### config.mk
export PLATFORM = sky130hd
export DESIGN_NAME = rr_logging_merge_n_flat
export DESIGN_NICKNAME = d
export VERILOG_FILES = /design/src/rtl/rr_logging_merge_n_pkg.sv /design/src/rtl/rr_logging_merge_n_if.sv /design/src/rtl/rr_logging_merge_n_arb.sv /design/src/rtl/rr_logging_merge_n.sv /design/src/flat_wrapper.sv
export SDC_FILE = /design/constraint.sdc
export NUM_CORES = 1
export LEC_CHECK = 0
export BUFFER_PORTS_ARGS = -buffer_cell sky130_fd_sc_hd__clkbuf_2
export CAP_MARGIN = 15
export CORE_MARGIN = 5
export CORE_UTILIZATION = 40
export DETAILED_ROUTE_END_ITERATION = 6
export PLACE_DENSITY = 0.66
export SYNTH_ARGS = -nofsm -noshare
export SYNTH_HDL_FRONTEND = slang
export SYNTH_SLANG_ARGS = --single-unit
### constraint.sdc
create_clock -name clk -period 10.05 [get_ports clk]
set_input_delay 0.5025 -clock clk [delete_from_list [all_inputs] [get_ports clk]]
set_output_delay 0.5025 -clock clk [all_outputs]
set_load 0.01 [all_outputs]
### src/rtl/rr_logging_merge_n_pkg.sv
// Shared definitions for the logging-stream merger: timestamp width, tag-width
// helper and the round-robin next-grant search used by arbiters in this family.
package rr_logging_pkg;

  localparam int RR_TS_W     = 32;
  localparam int RR_MAX_CH   = 16;
  localparam int RR_MAX_ID_W = 4;

  function automatic int rr_id_w(input int num_ch);
    return (num_ch <= 1) ? 1 : $clog2(num_ch);
  endfunction

  // First requester strictly after 'last', wrapping modulo num_ch; returns 'last' if none.
  function automatic logic [RR_MAX_ID_W-1:0] rr_next_grant(
    input logic [RR_MAX_CH-1:0]   req,
    input logic [RR_MAX_ID_W-1:0] last,
    input int                     num_ch
  );
    logic [RR_MAX_ID_W-1:0] grant;
    logic                   found;
    int                     idx;
    grant = last;
    found = 1'b0;
    for (int i = 1; i <= RR_MAX_CH; i++) begin
      if (i <= num_ch) begin
        idx = (int'(last) + i) % num_ch;
        if (!found && req[RR_MAX_ID_W'(idx)]) begin
          grant = RR_MAX_ID_W'(idx);
          found = 1'b1;
        end
      end
    end
    return grant;
  endfunction

endpackage

### src/rtl/rr_logging_merge_n_if.sv
// Channel-side and output-side bundle of the merger. out_ts exists only when
// RR_MERGE_TIMESTAMP_EN is defined.
interface rr_logging_merge_n_if
  import rr_logging_pkg::*;
#(
  parameter int NUM_CH = 5,
  parameter int DATA_W = 64,
  parameter int ID_W   = rr_id_w(NUM_CH)
);
  logic [NUM_CH-1:0]        in_valid;
  logic [NUM_CH*DATA_W-1:0] in_data;
  logic [NUM_CH-1:0]        in_ready;
  logic                     out_valid;
  logic [DATA_W-1:0]        out_data;
  logic [ID_W-1:0]          out_ch;
  logic                     out_ready;
  logic                     idle;
`ifdef RR_MERGE_TIMESTAMP_EN
  logic [RR_TS_W-1:0]       out_ts;

  modport master (output in_valid, in_data, out_ready,
                  input  in_ready, out_valid, out_data, out_ch, idle, out_ts);
  modport slave  (input  in_valid, in_data, out_ready,
                  output in_ready, out_valid, out_data, out_ch, idle, out_ts);
`else
  modport master (output in_valid, in_data, out_ready,
                  input  in_ready, out_valid, out_data, out_ch, idle);
  modport slave  (input  in_valid, in_data, out_ready,
                  output in_ready, out_valid, out_data, out_ch, idle);
`endif
endinterface

### src/rtl/rr_logging_merge_n_arb.sv
// Combinational round-robin arbiter: picks the first requester after the
// last grant; the last-grant register lives in the parent.
module rr_round_robin_arbiter
  import rr_logging_pkg::*;
#(
  parameter int NUM_CH = 5,
  parameter int ID_W   = rr_id_w(NUM_CH)
)(
  input  logic [NUM_CH-1:0] i_req,
  input  logic [ID_W-1:0]   i_last,
  output logic [NUM_CH-1:0] o_grant,
  output logic [ID_W-1:0]   o_grant_id,
  output logic              o_any
);

  logic [RR_MAX_CH-1:0]   w_req_ext;
  logic [RR_MAX_ID_W-1:0] w_id_ext;

  // Widen to the package search width, then decode the winner one-hot.
  always_comb begin
    w_req_ext             = '0;
    w_req_ext[NUM_CH-1:0] = i_req;
    w_id_ext              = rr_next_grant(w_req_ext, RR_MAX_ID_W'(i_last), NUM_CH);
    o_any                 = |i_req;
    o_grant_id            = ID_W'(w_id_ext);
    for (int i = 0; i < NUM_CH; i++) begin
      o_grant[i] = o_any && (w_id_ext == RR_MAX_ID_W'(i));
    end
  end

endmodule

### src/rtl/rr_logging_merge_n.sv
// N-channel logging merger: per-channel FIFOs round-robin merged onto one tagged
// output register. Define RR_MERGE_TIMESTAMP_EN to add enqueue-cycle stamps (out_ts).
module rr_logging_merge_n
  import rr_logging_pkg::*;
#(
  parameter int  NUM_CH     = 5,
  parameter int  DATA_W     = 64,
  parameter int  FIFO_DEPTH = 4,
  localparam int ID_W       = rr_id_w(NUM_CH)
)(
  input  logic                 clk,
  input  logic                 rstn,
  rr_logging_merge_n_if.slave  bus
);

  localparam int AW = $clog2(FIFO_DEPTH);
  localparam int PW = AW + 1;

  logic                 r_ready_en;
  logic [PW-1:0]        r_wr_ptr [NUM_CH];
  logic [PW-1:0]        r_rd_ptr [NUM_CH];
  logic [DATA_W-1:0]    r_mem    [NUM_CH][FIFO_DEPTH];
  logic [ID_W-1:0]      r_last_grant;
  logic                 r_out_valid;
  logic [DATA_W-1:0]    r_out_data;
  logic [ID_W-1:0]      r_out_ch;
  logic                 r_idle;

  logic [NUM_CH-1:0]    w_empty;
  logic [NUM_CH-1:0]    w_full;
  logic [NUM_CH-1:0]    w_push;
  logic [NUM_CH-1:0]    w_pop;
  logic [NUM_CH-1:0]    w_grant;
  logic [ID_W-1:0]      w_grant_id;
  logic                 w_any;
  logic                 w_load;
  logic [DATA_W-1:0]    w_head_data;
  logic                 w_next_empty_all;
  logic                 w_next_valid;
  logic                 w_next_idle;

`ifdef RR_MERGE_TIMESTAMP_EN
  logic [RR_TS_W-1:0]   r_ts_cnt;
  logic [RR_TS_W-1:0]   r_ts_mem [NUM_CH][FIFO_DEPTH];
  logic [RR_TS_W-1:0]   r_out_ts;
  logic [RR_TS_W-1:0]   w_head_ts;
`endif

  assign w_load        = !r_out_valid || bus.out_ready;
  assign bus.in_ready  = {NUM_CH{r_ready_en}} & ~w_full;
  assign bus.out_valid = r_out_valid;
  assign bus.out_data  = r_out_data;
  assign bus.out_ch    = r_out_ch;
  assign bus.idle      = r_idle;

  // FIFO status; the wrap bit separates full from empty. Full never accepts, even when popping.
  always_comb begin
    for (int i = 0; i < NUM_CH; i++) begin
      w_empty[i] = (r_wr_ptr[i] == r_rd_ptr[i]);
      w_full[i]  = (r_wr_ptr[i][AW] != r_rd_ptr[i][AW]) &&
                   (r_wr_ptr[i][AW-1:0] == r_rd_ptr[i][AW-1:0]);
      w_push[i]  = bus.in_valid[i] && r_ready_en && !w_full[i];
    end
  end

  rr_round_robin_arbiter #(
    .NUM_CH (NUM_CH),
    .ID_W   (ID_W)
  ) u_arb (
    .i_req      (~w_empty),
    .i_last     (r_last_grant),
    .o_grant    (w_grant),
    .o_grant_id (w_grant_id),
    .o_any      (w_any)
  );

  // Pop the winner and mux its head entry.
  always_comb begin
    w_head_data = '0;
`ifdef RR_MERGE_TIMESTAMP_EN
    w_head_ts   = '0;
`endif
    for (int i = 0; i < NUM_CH; i++) begin
      w_pop[i]    = w_load && w_grant[i];
      w_head_data = w_head_data | ({DATA_W{w_grant[i]}} & r_mem[i][r_rd_ptr[i][AW-1:0]]);
`ifdef RR_MERGE_TIMESTAMP_EN
      w_head_ts   = w_head_ts | ({RR_TS_W{w_grant[i]}} & r_ts_mem[i][r_rd_ptr[i][AW-1:0]]);
`endif
    end
  end

  // idle is computed from next-state so it lines up with the state it describes.
  always_comb begin
    w_next_empty_all = 1'b1;
    for (int i = 0; i < NUM_CH; i++) begin
      w_next_empty_all = w_next_empty_all &&
        ((r_wr_ptr[i] + PW'(w_push[i])) == (r_rd_ptr[i] + PW'(w_pop[i])));
    end
    w_next_valid = w_load ? w_any : r_out_valid;
    w_next_idle  = w_next_empty_all && !w_next_valid;
  end

  // Entry storage; validity is tracked purely by the pointers.
  always_ff @(posedge clk) begin
    for (int i = 0; i < NUM_CH; i++) begin
      if (w_push[i]) begin
        r_mem[i][r_wr_ptr[i][AW-1:0]] <= bus.in_data[i*DATA_W +: DATA_W];
`ifdef RR_MERGE_TIMESTAMP_EN
        r_ts_mem[i][r_wr_ptr[i][AW-1:0]] <= r_ts_cnt;
`endif
      end
    end
  end

  // FIFO pointers.
  always_ff @(posedge clk or negedge rstn) begin
    if (!rstn) begin
      for (int i = 0; i < NUM_CH; i++) begin
        r_wr_ptr[i] <= '0;
        r_rd_ptr[i] <= '0;
      end
    end else begin
      for (int i = 0; i < NUM_CH; i++) begin
        r_wr_ptr[i] <= r_wr_ptr[i] + PW'(w_push[i]);
        r_rd_ptr[i] <= r_rd_ptr[i] + PW'(w_pop[i]);
      end
    end
  end

  // Output register, last grant, ready enable and idle flag.
  always_ff @(posedge clk or negedge rstn) begin
    if (!rstn) begin
      r_ready_en   <= 1'b0;
      r_idle       <= 1'b1;
      r_out_valid  <= 1'b0;
      r_out_data   <= '0;
      r_out_ch     <= '0;
      r_last_grant <= ID_W'(NUM_CH - 1);
    end else begin
      r_ready_en <= 1'b1;
      r_idle     <= w_next_idle;
      if (w_load) begin
        r_out_valid <= w_any;
        if (w_any) begin
          r_out_data   <= w_head_data;
          r_out_ch     <= w_grant_id;
          r_last_grant <= w_grant_id;
        end
      end
    end
  end

`ifdef RR_MERGE_TIMESTAMP_EN
  assign bus.out_ts = r_out_ts;

  // Free-running cycle counter and the stamp travelling with the output entry.
  always_ff @(posedge clk or negedge rstn) begin
    if (!rstn) begin
      r_ts_cnt <= '0;
      r_out_ts <= '0;
    end else begin
      r_ts_cnt <= r_ts_cnt + 32'd1;
      if (w_load && w_any) begin
        r_out_ts <= w_head_ts;
      end
    end
  end
`endif

endmodule
### src/flat_wrapper.sv
// flat-port wrapper written by rule: the top's interface ports become plain ports
module rr_logging_merge_n_flat import rr_logging_pkg::*;
#(
  parameter int  NUM_CH     = 5,
  parameter int  DATA_W     = 64,
  parameter int  FIFO_DEPTH = 4,
  localparam int ID_W       = rr_id_w(NUM_CH)
)
  (clk, rstn, bus_in_valid, bus_in_data, bus_out_ready, bus_in_ready, bus_out_valid, bus_out_data, bus_out_ch, bus_idle);
  rr_logging_merge_n_if #(.NUM_CH(NUM_CH), .DATA_W(DATA_W)) bus_i ();
  input  logic clk;
  input  logic rstn;
  input wire logic [$bits(bus_i.in_valid)-1:0] bus_in_valid;
  input wire logic [$bits(bus_i.in_data)-1:0] bus_in_data;
  input wire logic [$bits(bus_i.out_ready)-1:0] bus_out_ready;
  output wire logic [$bits(bus_i.in_ready)-1:0] bus_in_ready;
  output wire logic [$bits(bus_i.out_valid)-1:0] bus_out_valid;
  output wire logic [$bits(bus_i.out_data)-1:0] bus_out_data;
  output wire logic [$bits(bus_i.out_ch)-1:0] bus_out_ch;
  output wire logic [$bits(bus_i.idle)-1:0] bus_idle;
  assign bus_i.in_valid = bus_in_valid;
  assign bus_i.in_data = bus_in_data;
  assign bus_i.out_ready = bus_out_ready;
  assign bus_in_ready = bus_i.in_ready;
  assign bus_out_valid = bus_i.out_valid;
  assign bus_out_data = bus_i.out_data;
  assign bus_out_ch = bus_i.out_ch;
  assign bus_idle = bus_i.idle;
  rr_logging_merge_n #(.NUM_CH(NUM_CH), .DATA_W(DATA_W), .FIFO_DEPTH(FIFO_DEPTH)) u_core (.clk(clk), .rstn(rstn), .bus(bus_i));
endmodule
---- Word-level counts from Yosys, hierarchy flattened ----
Memories as Yosys holds them, arrays and structs flattened.
Index checks and enable logic that the tools add are counted.
storage, ports and cells
  bits in registers ....................... 103
  RAM bits ................................ 1280
  memories ................................ 1
memories
  name          depth  width  read ports  clocked after memory_dff  wr ports  RTL line                  RTL
  u_core.r_mem  5      256    5           0                         5         rr_logging_merge_n.sv:22  logic [DATA_W-1:0] r_mem [NUM_CH][FIFO_DEPTH];
operators by class
  add/sub/neg operators ................... 15
  div/mod/pow operators ................... 5
  order comparisons ....................... 20
  equal/unequal tests ..................... 24
  muxes and demuxes ....................... 60
  bitwise logic cells ..................... 22
  reductions and logical operators ........ 54
operators by type and width
  kind                     number
  $mux W256                5
  $mux W64                 15
  $bmux W64 S2             5
  $demux W64 S2            5
  $and A64 B64 Y64         5
  $or A64 B64 Y64          4
  $mod A32 B4 Y32 const B  5
  $logic_and A1 B1 Y1      39
  $add A3 B1 Y3            10
  $eq A3 B3 Y1             10
  $ge A3 B3 Y1 const B     10
  $lt A4 B6 Y1 const B     5
  $not A2 Y3               10
  $bmux W1 S4              5
  $mux W1                  20
  $mux W4                  5
  $lt A3 B1 Y1 const B     5
  $logic_not A1 Y1         11
  $eq A2 B2 Y1             5
  $not A5 Y5               2
  $add A3 B2 Y4 const B    2
  $add A3 B3 Y4 const B    2
  $eq A4 B2 Y1 const B     2
  $and A5 B5 Y5            1
  8 further kinds          12

---- Depth between registers and ports, before layout ----
  word-level depth ........................ 28
  mapped depth ............................ 30

---- Cells and area by module ----
A second synthesis with hierarchy kept.
unflattened totals
  cell total of the unflattened synthesis .. 2983
  area total of the unflattened synthesis .. 54818.8 um^2
by module, submodules not included
  module                  times used  cells each  area each (um^2)  seq. area each (um^2)
  rr_logging_merge_n      1           2631        52262.6           40966.8
  rr_round_robin_arbiter  1           352         2556.2            0.0

---- Worst setup path after synthesis ----
OpenSTA, ideal clock, no wires.
  path type ............................... reg-to-reg
  from .................................... reg u_core.r_wr_ptr[3] (netlist bit)
  to ...................................... mem u_core.r_mem[0][1000] (netlist bit), enable pin
  setup time .............................. 0.578 ns
  arrival ................................. 6.007 ns
  setup slack ............................. 3.465 ns
  cell stages (with the launch flop) ...... 6
  period minus slack after synthesis ...... 6.585 ns
  cells stage by stage .................... dfrtp_1 > xor2_1 > nor2_1 > a21boi_0 > and2_1 > nor3b_1
RTL lines
  what                             RTL line                   RTL
  start, declared                  rr_logging_merge_n.sv:20   logic [PW-1:0] r_wr_ptr [NUM_CH];
  start signal, assigned by index  rr_logging_merge_n.sv:124  r_wr_ptr[i] <= r_wr_ptr[i] + PW'(w_push[i]);
  end, declared                    rr_logging_merge_n.sv:22

==> impl_metrics.yaml <==
placement:
  finalWeightedCongestion: 0.8207
  dp.cells: 4758
  placement.io_buffers: 401
  place.detailed.hpwl_um: 98460
  detailedPlace.worstSlack_ps: 2467
clock_tree:
  cts.sinks: 1381
  clock_tree_root_buffer_cell: "clkbuf_16"
  cts_tree: "built"
  cts.path.max_buffers: 3
  num_cts_buffers: 142
  post-cts-setup-buffer-count: 0
  insertion_delay_ps: 740
  clk_pin_slew_ps: 60
  htree_num_levels: 4
  cts.hold.buffers_added: 321
  cts_resized: 0
sta:
  finalSetupTns_ps: 0
  relSlewSlack_pct: 22.27
  grt_setup_unrepaired: "false"
  timing.final.crit_share_pct: 76.31
  max_freq_mhz: 130.4
  skew_ps: 24.97
  timing.final.crit_period_ps: 7670
  final-setup-viol-count: 0
  hold_violations: 0
  final_slew_violations: 0
  post-route-worst-setup-slack_ps: 2380
  worst_slew_pin_slew_ps: 1161
  worst_hold_slack_ps: 320.8
route:
  vias: 29220
  drt_total_wl_um: 148100
  dr.first_iter.drc_count: 2329
  wire_per_inst_um: 27.54
  final_antenna_net_count: 0
  drc_errors: 0
  first_pass_iters: 5
  via_per_inst: 5.432
floorplanning:
  design.die.area_um2: 143900
  ios: 402
  rows: 135
  coreArea_um2: 135500
  fp.dieW_um: 379.4
  floorplan.die.height_um: 379.4
  floorplan.initialDensity_pct: 40.28
critical_path:
  reg2reg_setup_slack_ps: 2380
  critical_path.reg2reg.startpoint: "u_core.bus.out_ch[1]"
  required_ps: 10680
  r2r_end: "u_core.bus.idle"
  crit_end: "u_core.bus.idle"
  critPathArrivalTime_ps: 8300
  critical_path.startpoint_type: "flop"
  r2r_cells: 24
  crit_fanout: 42
  crit_path_start: "u_core.bus.out_ch[1]"
  end_kind: "flop"
  timing.setup.critical_path_class: "flop to flop"
grt:
  grt_util_all_layers_pct: 20.51
  grt_use_met3_pct: 5.448
  grt_max_degree: 68
  leftover_overflow_at_the_end_of_global_routing: 0
  grt_use_met2_pct: 36.29
  grt_pass1_wl_um: 212000
  grt.met1_usage_pct: 24.75
  antenna_found_initial: 62
  grt_pass1_vias: 30360
  globalRoute.busiestLayer: "met2"
synth:
  synth_area_um2: 54570
  synth_top_cells_by_area: "edfxtp_1 70%, mux4_2 13%, dfrtp_1 4.5%"
  post_synthesis_instance_total: 2674
  synth_top_flop_cell: "edfxtp_1"
  synth_top_cell_by_area: "edfxtp_1"
  synth-edff-count: 1280
  seq_area_frac_synth_pct: 75.07
  ys_ff_latch: 1381
  synth_fp_nets: 3046
  yosys.cell_count.top_type: "edfxtp_1"
  synthesis.yosys.warnings: 0
  post_synth_num_cell_types: 85
  syn-mean-instance-area_um2: 20.41
  synth_top_area_share_pct: 70.44
  async_reset_ff_share_pct: 7.314
  post_synth_top_cells: "1280 x edfxtp_1, 323 x mux4_2, 99 x dfrtp_1, 99 x nor2_1, 93 x clkbuf_1"
worst_hold_path:
  hold_path_class: "input port to flop"
  holdPathStages: 3
  hold_path.startpoint: "bus_in_valid[3]"
cells_and_area:
  total_of_fill_cells_in_the_finished_design: 11110
  num-nets-final: 3814
  final_cell_count_no_fill: 5379
  area_delta_synth_final_pct: 22.28
  fraction_of_final_layout_cells_with_drive_strength_greater_than_1_pct: 31.21
job:
  timing.max_cap.violations: 0
outcome:
  status: "finished, final reports clean"
-- kinds of logic (layout without fill, tap and decap cells) --
kind of cell             count (synthesis)  in the layout  synth area share [%]
AND/OR/NAND/NOR                        328            328                 3.091
XOR/XNOR                                51             51                0.8461
buffers and inverters                  164           1046                 1.337
multiplexers                           393            393                 14.78
adder cells (fa/ha/maj)                 44             44                 1.009
other                                    1             43              0.006872
flip-flops                            1381           1381                 75.07
AO/OA/AOI/OAI                          312            312                 3.859
-- worst min-delay path by stage --
stage                                       to  slack, ps
after floorplan           u_core.bus.out_ch[0]        210
after global placement      u_core.r_rd_ptr[5]        520
after detailed placement    u_core.r_wr_ptr[8]        510
after CTS                   u_core.r_wr_ptr[3]        250
after global routing        u_core.r_wr_ptr[3]        300
final                       u_core.r_wr_ptr[3]        320
-- worst max-delay path, stage by stage (launching register included) --
cell       delay, ps
dfrtp_1          750
inv_2            270
ha_1             790
ha_1             320
nor2_1            80
a21oi_1          260
xnor2_1          200
ha_1             300
a2111oi_0        550
a21oi_1          120
a32oi_1          350
o21ai_0          200
nor4b_2          360
nand4_1          230
o31ai_4          100
buf_4            600
and4bb_4         590
nor2b_1          190
ha_1             160
ha_1             150
xor2_1           220
xor2_1           100
nor4_1           290
nand4_1          110
nor4_1           220
-- registers in the layout, indices dropped and copies added (netlist names) --
name / cells
u_core.r_ready_en: 1
u_core.bus.out_valid: 1
u_core.r_rd_ptr: 15
u_core.r_wr_ptr: 15
u_core.bus.out_data: 64
u_core.r_last_grant: 1
u_core.bus.out_ch: 3
u_core.bus.idle: 1
u_core.r_mem: 1280
-- layout by cell type, fill, tap and decap left out, types with 25 or more instances in the layout --
master            n
nand3_1          83
xnor2_1          25
diode_2          42
buf_4            51
ha_1             44
edfxtp_1       1280
mux4_2          323
dfrtp_1          89
clkbuf_16       146
clkbuf_2        400
nor2_1           91
clkbuf_1         33
dlygate4sd3_1   321
a22oi_1          65
mux2_2           68
nand2_1          40
a31oi_1          65
a21oi_1          88
-- through the flow --
| stage | utilization [%] | area, um2 |
|---|---|---|
| after detailed placement | 43.33 | 58700 |
| after floorplan | - | 54570 |
| final | 49.26 | 66730 |
| after global placement | 43.33 | 58700 |
| after CTS | 49.18 | 66620 |
| after global routing | 49.21 | 66660 |
-- metal layers --
| layer | share of wire, % | vias to the layer above |
|---|---|---|
| li1 | - | 12770 |
| met1 | 38 | 15320 |
| met2 | 53 | 880 |
| met3 | 6.8 | 221 |
| met4 | 2.7 | 26 |
| met5 | 0.12 | - |
-- area by class of cell --
cell class	count	area, um2	share of cell area [%]
multi-input cells	1129	13020	19.51
inverters	16	60.06	0.09001
flip-flops and latches	1381	41000	61.45
clock inverters	69	794.5	1.191
diodes	42	105.1	0.1575
well taps	1781	2228	3.340
clock buffers	189	3915	5.867
repair buffers	772	5598	8.389
Power is not shown: default switching activity piles up to over one toggle a cycle in this logic, so the estimate is an artifact.
